`config.mk`:
```
export PLATFORM = sky130hd
export DESIGN_NAME = call_return_stack
export DESIGN_NICKNAME = d
export VERILOG_FILES = /design/src/rtl/call_return_stack.sv
export SDC_FILE = /design/constraint.sdc
export NUM_CORES = 1
export LEC_CHECK = 0
export ABC_AREA = 0
export BUFFER_PORTS_ARGS = -buffer_cell sky130_fd_sc_hd__buf_2
export CORE_MARGIN = 3
export CORE_UTILIZATION = 59
export CTS_BUF_LIST = sky130_fd_sc_hd__clkbuf_8
export CTS_CLUSTER_SIZE = 10
export DETAILED_ROUTE_END_ITERATION = 12
export HOLD_SLACK_MARGIN = 0.02
export PLACE_DENSITY_LB_ADDON = 0.05
export SLEW_MARGIN = 10
export SYNTH_ARGS = -nofsm -noshare
export SYNTH_HDL_FRONTEND = slang
export SYNTH_SLANG_ARGS = --single-unit
```
`constraint.sdc`:
```
create_clock -name clk -period 5 [get_ports clk]
set_input_delay 1.25 -clock clk [delete_from_list [all_inputs] [get_ports clk]]
set_output_delay 1.25 -clock clk [all_outputs]
set_load 0.03 [all_outputs]
```
`src/rtl/call_return_stack.sv`:
```
// call_return_stack: hardware return-address stack feeding program_counter's parallel load.
//   A call pushes pc_in+1 and loads the PC with target. A ret pops the saved address
//   and loads the PC with it. Each accepted request produces a one-cycle LOAD phase.
// Ports:
//   clk, reset          - clock and synchronous active-high reset
//   call, ret           - decoder requests, sampled on the rising edge
//   pc_in, target       - current PC value and call destination
//   pc_ld, pc_ld_addr   - load strobe and address to program_counter
//   busy                - load in flight; requests now are protocol errors
//   depth, full, empty  - stack occupancy
//   overflow, underflow, proto_err - sticky error flags, cleared only by reset
module call_return_stack #(
    parameter int unsigned AW    = 8,
    parameter int unsigned DEPTH = 8,
    localparam int unsigned CW   = $clog2(DEPTH + 1)
) (
    input  logic          clk,
    input  logic          reset,
    input  logic          call,
    input  logic          ret,
    input  logic [AW-1:0] pc_in,
    input  logic [AW-1:0] target,
    output logic          pc_ld,
    output logic [AW-1:0] pc_ld_addr,
    output logic          busy,
    output logic [CW-1:0] depth,
    output logic          full,
    output logic          empty,
    output logic          overflow,
    output logic          underflow,
    output logic          proto_err
);

    localparam int unsigned PW = (DEPTH > 1) ? $clog2(DEPTH) : 1;

    // Reject unsupported depths at elaboration.
    if (DEPTH < 2 || (DEPTH & (DEPTH - 1)) != 0) begin : g_bad_depth
        $error("call_return_stack: DEPTH must be a power of 2 and at least 2");
    end

    typedef enum logic {
        ST_IDLE = 1'b0,
        ST_LOAD = 1'b1
    } state_e;

    state_e        state_q, state_d;
    logic          pc_ld_q, pc_ld_d;
    logic [AW-1:0] pc_ld_addr_q, pc_ld_addr_d;
    logic          busy_q, busy_d;
    logic [CW-1:0] depth_q, depth_d;
    logic          full_q, full_d;
    logic          empty_q, empty_d;
    logic          overflow_q, overflow_d;
    logic          underflow_q, underflow_d;
    logic          proto_err_q, proto_err_d;

    logic [AW-1:0] mem_q [DEPTH];
    logic          push_en;
    logic [PW-1:0] push_idx;
    logic [PW-1:0] pop_idx;
    logic [AW-1:0] ret_addr;

    // Stack pointer arithmetic: push writes at depth, pop reads depth-1.
    assign push_idx = depth_q[PW-1:0];
    assign pop_idx  = PW'(depth_q - CW'(1));
    assign ret_addr = pc_in + AW'(1);

    // Next-state and next-output logic.
    always_comb begin
        state_d      = ST_IDLE;
        pc_ld_d      = 1'b0;
        busy_d       = 1'b0;
        pc_ld_addr_d = pc_ld_addr_q;
        depth_d      = depth_q;
        overflow_d   = overflow_q;
        underflow_d  = underflow_q;
        proto_err_d  = proto_err_q;
        push_en      = 1'b0;

        unique case (state_q)
            ST_IDLE: begin
                if (call && ret) begin
                    proto_err_d = 1'b1;
                end else if (call) begin
                    if (full_q) begin
                        overflow_d = 1'b1;
                    end else begin
                        push_en      = 1'b1;
                        depth_d      = depth_q + CW'(1);
                        pc_ld_addr_d = target;
                        pc_ld_d      = 1'b1;
                        busy_d       = 1'b1;
                        state_d      = ST_LOAD;
                    end
                end else if (ret) begin
                    if (empty_q) begin
                        underflow_d = 1'b1;
                    end else begin
                        depth_d      = depth_q - CW'(1);
                        pc_ld_addr_d = mem_q[pop_idx];
                        pc_ld_d      = 1'b1;
                        busy_d       = 1'b1;
                        state_d      = ST_LOAD;
                    end
                end
            end
            ST_LOAD: begin
                // pc_in is stale during the load, so any request here is illegal.
                if (call || ret) begin
                    proto_err_d = 1'b1;
                end
            end
            default: state_d = ST_IDLE;
        endcase

        full_d  = (depth_d == CW'(DEPTH));
        empty_d = (depth_d == CW'(0));
    end

    // State and output registers; reset wins over any same-cycle request.
    always_ff @(posedge clk) begin
        if (reset) begin
            state_q      <= ST_IDLE;
            pc_ld_q      <= 1'b0;
            pc_ld_addr_q <= '0;
            busy_q       <= 1'b0;
            depth_q      <= '0;
            full_q       <= 1'b0;
            empty_q      <= 1'b1;
            overflow_q   <= 1'b0;
            underflow_q  <= 1'b0;
            proto_err_q  <= 1'b0;
        end else begin
            state_q      <= state_d;
            pc_ld_q      <= pc_ld_d;
            pc_ld_addr_q <= pc_ld_addr_d;
            busy_q       <= busy_d;
            depth_q      <= depth_d;
            full_q       <= full_d;
            empty_q      <= empty_d;
            overflow_q   <= overflow_d;
            underflow_q  <= underflow_d;
            proto_err_q  <= proto_err_d;
        end
    end

    // Stack storage; contents are not reset.
    always_ff @(posedge clk) begin
        if (!reset && push_en) begin
            mem_q[push_idx] <= ret_addr;
        end
    end

    assign pc_ld      = pc_ld_q;
    assign pc_ld_addr = pc_ld_addr_q;
    assign busy       = busy_q;
    assign depth      = depth_q;
    assign full       = full_q;
    assign empty      = empty_q;
    assign overflow   = overflow_q;
    assign underflow  = underflow_q;
    assign proto_err  = proto_err_q;

endmodule

```
Yosys cells after proc, flatten, opt, wreduce, memory -nomap -nowiden
Memory sizes are Yosys's and may differ from the RTL's.
Cells that the tools add are included.
W data, S select, Z words.
{"block": "totals", "n_memories": 1, "register_bits": 18, "elab_cells": 53, "latchBits": 0, "romBits": 0, "ram_bits": 64, "inputBits": 20, "output_inout_bits": 19}
{"block": "classes", "shift": 0, "reduce_logical": 11, "mul": 0, "n_addsub": 3, "n_bitwise": 3, "div_mod_pow": 0, "n_mux": 22, "magnitude_cmp": 0, "eq_ne": 5}
{"name": "mem_q", "words": 8, "width": 8, "read_ports": 1, "rd_clocked_by_memory_dff": 0, "write_ports": 1, "line_no": "57", "rtl": "logic [AW-1:0] mem_q [DEPTH];"}
{"cell": "$mux W8", "count": 4}
{"cell": "$mux W4", "count": 6}
{"cell": "$mux W1", "count": 11}
{"cell": "$reduce_and A5 Y1", "count": 2}
{"cell": "$add A8 B1 Y8 const B", "count": 1}
{"cell": "$ne A2 B2 Y1 const B", "count": 3}
{"cell": "$add A4 B1 Y4 const B", "count": 1}
{"cell": "$eq A4 B4 Y1 const B", "count": 1}
{"cell": "$logic_not A4 Y1", "count": 1}
{"cell": "$reduce_and A4 Y1", "count": 1}
{"cell": "$sub A4 B1 Y4 const B", "count": 1}
{"cell": "$not A1 Y1", "count": 3}
{"cell": "$reduce_or A3 Y1", "count": 1}
{"cell": "$logic_and A1 B1 Y1", "count": 2}
{"cell": "$ne A2 B1 Y1 const B", "count": 1}
{"cell": "$pmux W1 S2", "count": 1}
{"cell": "$reduce_and A2 Y1", "count": 1}
{"cell": "$reduce_bool A2 Y1", "count": 1}
{"cell": "$logic_not A1 Y1", "count": 1}
{"cell": "$logic_or A1 B1 Y1", "count": 1}

Logic depth before layout (Yosys ltp)
Gate-level depths: netlist of the first run.
{"block": "depth", "depth_word": 7, "mapped_depth": 10, "mapped_depth_nobuf": 7}

Worst setup path after synthesis of the first run
OpenSTA, ideal clock, no wires.
{"block": "synth_timing", "path_type": "in2reg", "start": "input port ret", "end": "memory mem_q[3][0], enable pin", "t_arrival_ns": 2.569, "setup_time_ns": 0.370, "t_required_ns": 4.630, "cell_stages": 5, "n_path_buf": 1, "slack_ns": 2.061, "cell_sequence": "buf_6 > or3b_4 > nor3_4 > nand2_2 > nor2_1"}
{"block": "synth_via", "elab_chain_cells": 6}
{"item": "start: declaration", "line_no": "20", "rtl": "input logic ret,"}
{"item": "$logic_and A1 B1 Y1", "line_no": "82", "rtl": "if (call && ret) begin"}
{"item": "$mux W1", "line_no": "82"}
{"item": "$mux W1", "line_no": "80", "rtl": "unique case (state_q)"}
{"item": "$logic_and A1 B1 Y1", "line_no": "149", "rtl": "if (!reset && push_en) begin"}
{"item": "$mux W1", "line_no": "149"}
{"item": "$mux W1 (not written as such)", "line_no": "150", "rtl": "mem_q[push_idx] <= ret_addr;"}
{"item": "end: declaration", "line_no": "57"}
Every way passes these cells.

Worst setup path in the final report of the first run
{"block": "layout_timing", "start": "input port call", "end": "memory mem_q[3][5], enable pin"}
{"block": "layout_via", "elab_chain_cells": 6, "elab_cells_between_ends": 7, "cone_classes": "5 x mux; 2 x reduce/logical"}
{"item": "start: declaration", "line_no": "19", "rtl": "input logic call,"}
{"item": "$mux W1 / $logic_and A1 B1 Y1 (equally long branches)", "line_no": "84, 82"}
{"item": "$mux W1 (*)", "line_no": "82"}
{"item": "$mux W1 (*)", "line_no": "80"}
{"item": "$logic_and A1 B1 Y1 (*)", "line_no": "149"}
{"item": "$mux W1 (*)", "line_no": "149"}
{"item": "$mux W1 (not written as such) (*)", "line_no": "150"}
Every way passes the cells marked *; elsewhere a longest branch is shown, timed or not.

==> Flow_metrics.wiki, run 1 <==
{| class="wikitable"
! Metric !! Value
|-
| Cell total after placement || 314
|-
| Syn Inst Count || 214
|-
| Drt total wl || 6620 µm
|-
| Worst-case vdd ir drop || 249 µV
|-
| Ant diodes || 0
|-
| Most common cell after layout, fill and taps aside || edfxtp_1
|-
| Sum of net half-perimeters after detailed placement || 4760 µm
|-
| Number of buffers added for setup after CTS || 0
|-
| Clk pwr share || 30.2%
|-
| Detail Route Antenna Nets || 0
|-
| Pint || 1.13 mW
|-
| CTS tree || yes
|-
| Final count of pins violating max slew || 0
|-
| Global-route wire length before repair || 10,300 µm
|-
| Arr. time, crit path || 2.97 ns
|-
| Clock slew seen by the registers of the worst setup and hold paths || 0.09 ns
|-
| Fraction of layout cells with a size suffix above 1 || 32.2%
|-
| Drt via density || 5.98
|-
| Count of buffers from port buffering || 38
|-
| Overall die width || 82.5 µm
|-
| Final worst path period share || 59.6%
|-
| Length of routed met2 wiring || 2930 µm
|-
| Worst slew pin tran || 1.09 ns
|-
| Nets@finish || 276
|-
| Initial antenna violation count || 0
|-
| Portion of total power attributed to combinational logic || 19.9%
|-
| Post-layout min period || 2.98 ns
|-
| Hold violation count in the final report || 0
|-
| PD cells || 407 mW/mm²
|-
| Overall die area || 0.00681 mm²
|-
| Crit end category || flip-flop
|-
| Top Metal Used || met4
|-
| Worst slew margin || 26.5%
|-
| Placement row count || 27
|-
| Longest individual stage delay on the worst path || 0.57 ns
|-
| Number of warnings reported in the yosys synthesis log || 0
|-
| Insertion delay to the later sink of the worst-skew pair || 0.36 ns
|-
| Finish-stage setup viols || 0
|-
| Peak Freq || 335 MHz
|-
| Switching power total || 0.449 mW
|-
| Placeable Area || 0.00557 mm²
|-
| Leakage || 1.36 nW
|-
| Total via count in the routed design || 1,973
|-
| Number of primary I/O pins || 39
|-
| Outcome || finished clean
|-
| Power, Total || 1.57 mW
|-
| Final weighted congestion in routability-driven placement || 0.860
|-
| P&R area growth vs syn || 11.9%
|-
| Initial standard-cell utilization of the core || 62.0%
|-
| Clock skew || 0.0120 ns
|-
| Hold Crit Class || reg -> reg
|-
| Sequential cell area || 0.00228 mm²
|-
| Most frequent cells in the layout || edfxtp_1 (64), buf_2 (38), dfxtp_1 (18), mux4_2 (16), nor2_1 (12)
|-
| Max-Cap Viols || 0
|-
| Htree depth || 3
|-
| Slowest stage cell, crit path || nor2_1
|-
| Cells along the critical path || buf_2 -> or3b_4 -> nor3_4 -> nand2_2 -> nor2_1
|-
| Clock Tree Buf Depth || 2
|-
| Number of cells upsized or downsized after cts || 0
|-
| Count of TritonRoute iterations in the first routing pass || 4
|-
| Number of CTS-inserted buffers || 9
|-
| Count of placed standard cells in the final layout, fillers left out || 330
|-
| Yosys reg bits || 82
|-
| CP top delay family || simple AND/OR/NAND/NOR gates
|-
| GR Overflow Total || 0
|-
| TNS Setup || 0 ns
|-
| Share of total power in sequential cells || 49.9%
|-
| Post-Route M1 WL || 2970 µm
|-
| Fill cells || 389
|-
| Synthesized area per cell || 16.2 µm²
|-
| Die Ht || 82.5 µm
|-
| Clock root buffer master || clkbuf_8
|-
| Setup repair after global routing missed its margin || false
|-
| Number of global-route vias before repair || 1,968
|-
| Maximum fanout along the worst path || 13
|-
| Largest net degree at the start of global routing || 29
|-
| Wire length on met3 || 464 µm
|-
| Critical path buffer and inverter count || 1
|-
| CTS Hold Bufs || 0
|-
| Area of the mapped netlist || 0.00346 mm²
|-
| GRT Overall Usage || 21.7%
|-
| Sort of element at the start of the critical path || input port
|-
| # clock sinks || 82
|-
| Final routed wire length divided by cell count || 20.1 µm
|-
| Sw frac || 28.5%
|-
| Multi-input gate area in the final layout || 0.00107 mm²
|-
| Sequential area share after synthesis || 66.0%
|-
| Worst setup path class || in -> reg
|-
| Syn Nets || 237
|-
| CP Data Required Time || 4.99 ns
|-
| Number of design-rule violations left by the first detailed-router iteration || 130
|-
| DRC violation count after routing || 0
|-
| Count of distinct cell types in the synthesized netlist || 48
|}
-- power by group through the flow --
stage,logic [mW],registers [mW],clock network (mW)
2_1_floorplan,0.216,0.821,0
3_3_place_gp,0.309,0.800,0
3_5_place_dp,0.316,0.801,0
4_1_cts,0.317,0.785,0.482
5_1_grt,0.339,0.788,0.513
6_report,0.314,0.785,0.475
-- layer usage --
metal | vias to the layer above | global-route usage, %
met5 | - | 0
met4 | 0 | 12.6
met3 | 20 | 4.56
met2 | 80 | 32.1
met1 | 954 | 30.0
li1 | 919 | -
-- synth_stat cells (all sizes together) --
cell type  instances  area [µm²]
a2111oi            1        8.76
a21boi             1        7.51
a21o               1        8.76
a21oi              6        45.1
a22oi              8        60.1
a31oi              2        12.5
a32oi              1        8.76
and2               1        6.26
and2b              1        7.51
and3               2        12.5
and4               1        8.76
buf               12        83.8
dfxtp             18         360
edfxtp            64        1920
ha                 3        37.5
inv                5        18.8
mux2i              9        90.1
mux4              16         360
nand2              6        25.0
nand2b             1        6.26
nand3              3        15.0
nand3b             1        7.51
nand4              1        6.26
nand4bb            1        11.3
nor2              13        51.3
nor3               7        51.3
nor3b              1        12.5
nor4               1        6.26
o21a               1        7.51
o21ai             10        50.0
o22ai              1        6.26
o2bb2ai            1        8.76
o31a               1        8.76
o32ai              1        8.76
or3                1        6.26
or3b               2        22.5
xnor2              6        52.6
xor2               3        33.8
-- stage by stage --
step / cell area (µm²) / utilization [%] / worst slack (ns) / hold WS (ns)
CTS: 3870 / 69.4 / 2.02 / 0.455
finish: 3870 / 69.4 / 2.02 / 0.451
global placement: 3670 / 65.8 / 1.74 / 0.436
floorplan: 3460 / - / 2.06 / 0.571
global route: 3870 / 69.4 / 1.87 / 0.485
detailed placement: 3670 / 65.8 / 1.65 / 0.444
-- path summary, 6_finish.rpt --
path	slack, ns	startpoint	cells after the start	end
hold reg to reg	0.45	proto_err	2	proto_err
setup / recovery	2.02	call	5	mem_q[3][5]
hold / removal	0.45	proto_err	2	proto_err
setup reg to reg	2.48	depth[1]	5	pc_ld_addr[6]
-- state kept, by name, summed over array words and instances (netlist names) --
| signal | count |
|---|---|
| full | 1 |
| proto_err | 1 |
| pc_ld_addr | 8 |
| overflow | 1 |
| mem_q | 64 |
| busy | 1 |
| depth | 4 |
| underflow | 1 |
| empty | 1 |
-- worst reg2reg max path: cells and delay by family (launching register included) --
kind	cells	cell delay, ns
AO/OA/AOI/OAI	1	0.07
multiplexers	2	0.65
buffers and inverters	1	0.19
flip-flops	1	0.65
adder cells (fa/ha/maj)	1	0.84
-- cells by family (layout without fill, tap and decap cells) --
family | after synthesis | after routing | synth area share (%)
AOI/OAI and AO/OA | 35 | 35 | 6.99
adders and majority gates | 3 | 3 | 1.09
DFF | 82 | 82 | 66.0
muxes | 25 | 25 | 13.0
and+or+nand+nor | 43 | 43 | 7.42
xor gates and xnor gates | 9 | 9 | 2.50
buffers and inverters | 17 | 61 | 2.97
-- layout make-up --
| class | instances | share of cell area (%) |
|---|---|---|
| clock buffer | 9 | 3.20 |
| clock inverter | 7 | 1.97 |
| inverter | 5 | 0.485 |
| multi-input combinational | 115 | 27.7 |
| sequential | 82 | 59.0 |
| tap | 72 | 2.33 |
| timing repair buffer | 40 | 5.30 |
(Power assumes the default switching activity.)
==> run 2, diff against run 1 <==
--- a/config.mk
+++ b/config.mk
@@ -8,7 +8,7 @@
 export ABC_AREA = 0
 export BUFFER_PORTS_ARGS = -buffer_cell sky130_fd_sc_hd__buf_2
 export CORE_MARGIN = 3
-export CORE_UTILIZATION = 59
+export CORE_UTILIZATION = 54
 export CTS_BUF_LIST = sky130_fd_sc_hd__clkbuf_8
 export CTS_CLUSTER_SIZE = 10
 export DETAILED_ROUTE_END_ITERATION = 12
==> constraint.sdc (replaced) <==
create_clock -name clk -period 2.7 [get_ports clk]
set_input_delay 0.675 -clock clk [delete_from_list [all_inputs] [get_ports clk]]
set_output_delay 0.675 -clock clk [all_outputs]
set_load 0.03 [all_outputs]
==> Flow_metrics.wiki, run 2 (synthesized netlist as in run 1, its figures left out) <==
{| class="wikitable"
! Metric !! Value
|-
| Global-route wire length before repair || 10,000 µm
|-
| P&R area growth vs syn || 16.0%
|-
| Flip-flop count of the largest register after layout || 64
|-
| Worst slew pin tran || 0.671 ns
|-
| Placement row count || 28
|-
| Fraction of layout cells with a size suffix above 1 || 34.2%
|-
| Largest register by flop count || mem_q
|-
| Post-layout min period || 2.21 ns
|-
| Reg2Reg Setup Slack || 0.49 ns
|-
| CTS Hold Bufs || 0
|-
| Arr. time, crit path || 2.42 ns
|-
| Setup repair after global routing missed its margin || false
|-
| Count of TritonRoute iterations in the first routing pass || 4
|-
| Overall die area || 0.00740 mm²
|-
| Nets@finish || 287
|-
| Number of cells upsized or downsized after cts || 0
|-
| Number of buffers added for setup after CTS || 0
|-
| Final count of pins violating max slew || 0
|-
| Final weighted congestion in routability-driven placement || 0.768
|-
| Peak Freq || 453 MHz
|-
| CP Data Required Time || 2.91 ns
|-
| Initial antenna violation count || 0
|-
| Core utilization of the finished layout || 66.2%
|-
| Hold Worst Slack || 0.450 ns
|-
| Clock Tree Buf Depth || 2
|-
| Die Ht || 86.0 µm
|-
| Total via count in the routed design || 1,981
|-
| CTS tree || yes
|-
| Count of buffers from port buffering || 38
|-
| Sort of element at the start of the critical path || flip-flop
|-
| Worst-case vdd ir drop || 444 µV
|-
| Clock skew || 0.00703 ns
|-
| DRC violation count after routing || 0
|-
| Sequential cell area || 0.00228 mm²
|-
| Hold Crit Class || reg -> reg
|-
| Drt total wl || 6440 µm
|-
| Drt via density || 5.76
|-
| Worst slew margin || 55.0%
|-
| Finish-stage setup viols || 0
|-
| Initial standard-cell utilization of the core || 57.0%
|-
| Final worst path period share || 81.8%
|-
| Max-Cap Viols || 0
|-
| Overall die width || 86.0 µm
|-
| Most frequent cells in the layout || edfxtp_1 (64), buf_2 (38), dfxtp_1 (18), mux4_2 (16), buf_4 (13)
|-
| Number of CTS-inserted buffers || 9
|-
| # clock sinks || 82
|-
| PD cells || 784 mW/mm²
|-
| Clock slew seen by the registers of the worst setup and hold paths || 0.08 ns
|-
| Final routed wire length divided by cell count || 18.7 µm
|-
| Leakage || 1.45 nW
|-
| Number of design-rule violations left by the first detailed-router iteration || 132
|-
| GR Overflow Total || 0
|-
| Most common cell after layout, fill and taps aside || edfxtp_1
|-
| Clock root buffer master || clkbuf_8
|-
| Worst setup path class || reg -> reg
|-
| Htree depth || 3
|-
| Fill cells || 455
|-
| Largest net degree at the start of global routing || 28
|-
| Placeable Area || 0.00606 mm²
|-
| Outcome || finished clean
|-
| Insertion delay to the later sink of the worst-skew pair || 0.33 ns
|-
| Number of global-route vias before repair || 1,891
|-
| Detail Route Antenna Nets || 0
|-
| Multi-input gate area in the final layout || 0.00107 mm²
|-
| Ant diodes || 0
|-
| Maximum fanout along the worst path || 16
|-
| Hold violation count in the final report || 0
|-
| GRT Overall Usage || 18.4%
|-
| TNS Setup || 0 ns
|-
| Crit end category || flip-flop
|-
| Sum of net half-perimeters after detailed placement || 4480 µm
|-
| Number of primary I/O pins || 39
|}
[run 2: cell types whose count changed in the layout (fill, tap and decap cells not counted)]
cell	change
clkinvlp_4	-2
inv_1	+1
buf_4	+11
clkinv_4	-1
inv_6	-2
bufinv_16	+3
clkinv_1	+1
[run 2: path summary, 6_finish.rpt]
path	startpoint	cells past startpoint	endpoint
max	depth[1]	6	pc_ld_addr[4]
min reg2reg	proto_err	2	proto_err
max reg2reg	depth[1]	6	pc_ld_addr[4]
min	proto_err	2	proto_err
[run 2: stage by stage]
stage	setup slack, ns	power (mW)	cells	area [µm²]
floorplan	0.328	1.92	214	3460
global placement	0.501	2.06	328	3750
detailed placement	0.473	2.07	328	3750
CTS	0.505	3.17	344	4010
global route	0.368	3.27	344	4010
finish	0.491	3.14	344	4010
[run 2: power by group]
part	internal [mW]	total (mW)	leakage, nW	switching [mW]
combinational	0.249	0.585	0.596	0.335
sequential	1.41	1.45	0.724	0.0440
clock	0.700	1.11	0.132	0.407
total	2.36	3.14	1.45	0.786
[run 2: area by class of cell]
cell class | instances | share of cell area (%)
Sequential cell | 82 | 56.9
Clock buffer | 9 | 3.09
Multi-Input combinational cell | 115 | 26.7
Timing Repair Buffer | 51 | 7.17
Inverter | 5 | 0.468
Clock inverter | 7 | 3.31
Tap cell | 75 | 2.34
[run 2: metal layers]
| metal | GRT usage, % | wire (µm) | up-vias |
|---|---|---|---|
| met2 | 27.3 | 3000 | 42 |
| met1 | 27.5 | 3120 | 997 |
| li1 | - | - | 937 |
| met4 | 5.61 | 53 | 0 |
| met5 | 0 | 0 | - |
| met3 | 4.13 | 267 | 5 |
[run 2: worst max-delay path: stages (launching register included)]
cell     delay [ns]
dfxtp_1        0.60
inv_1          0.16
ha_1           0.38
buf_4          0.29
mux4_2         0.37
mux2i_1        0.20
o21ai_1        0.08
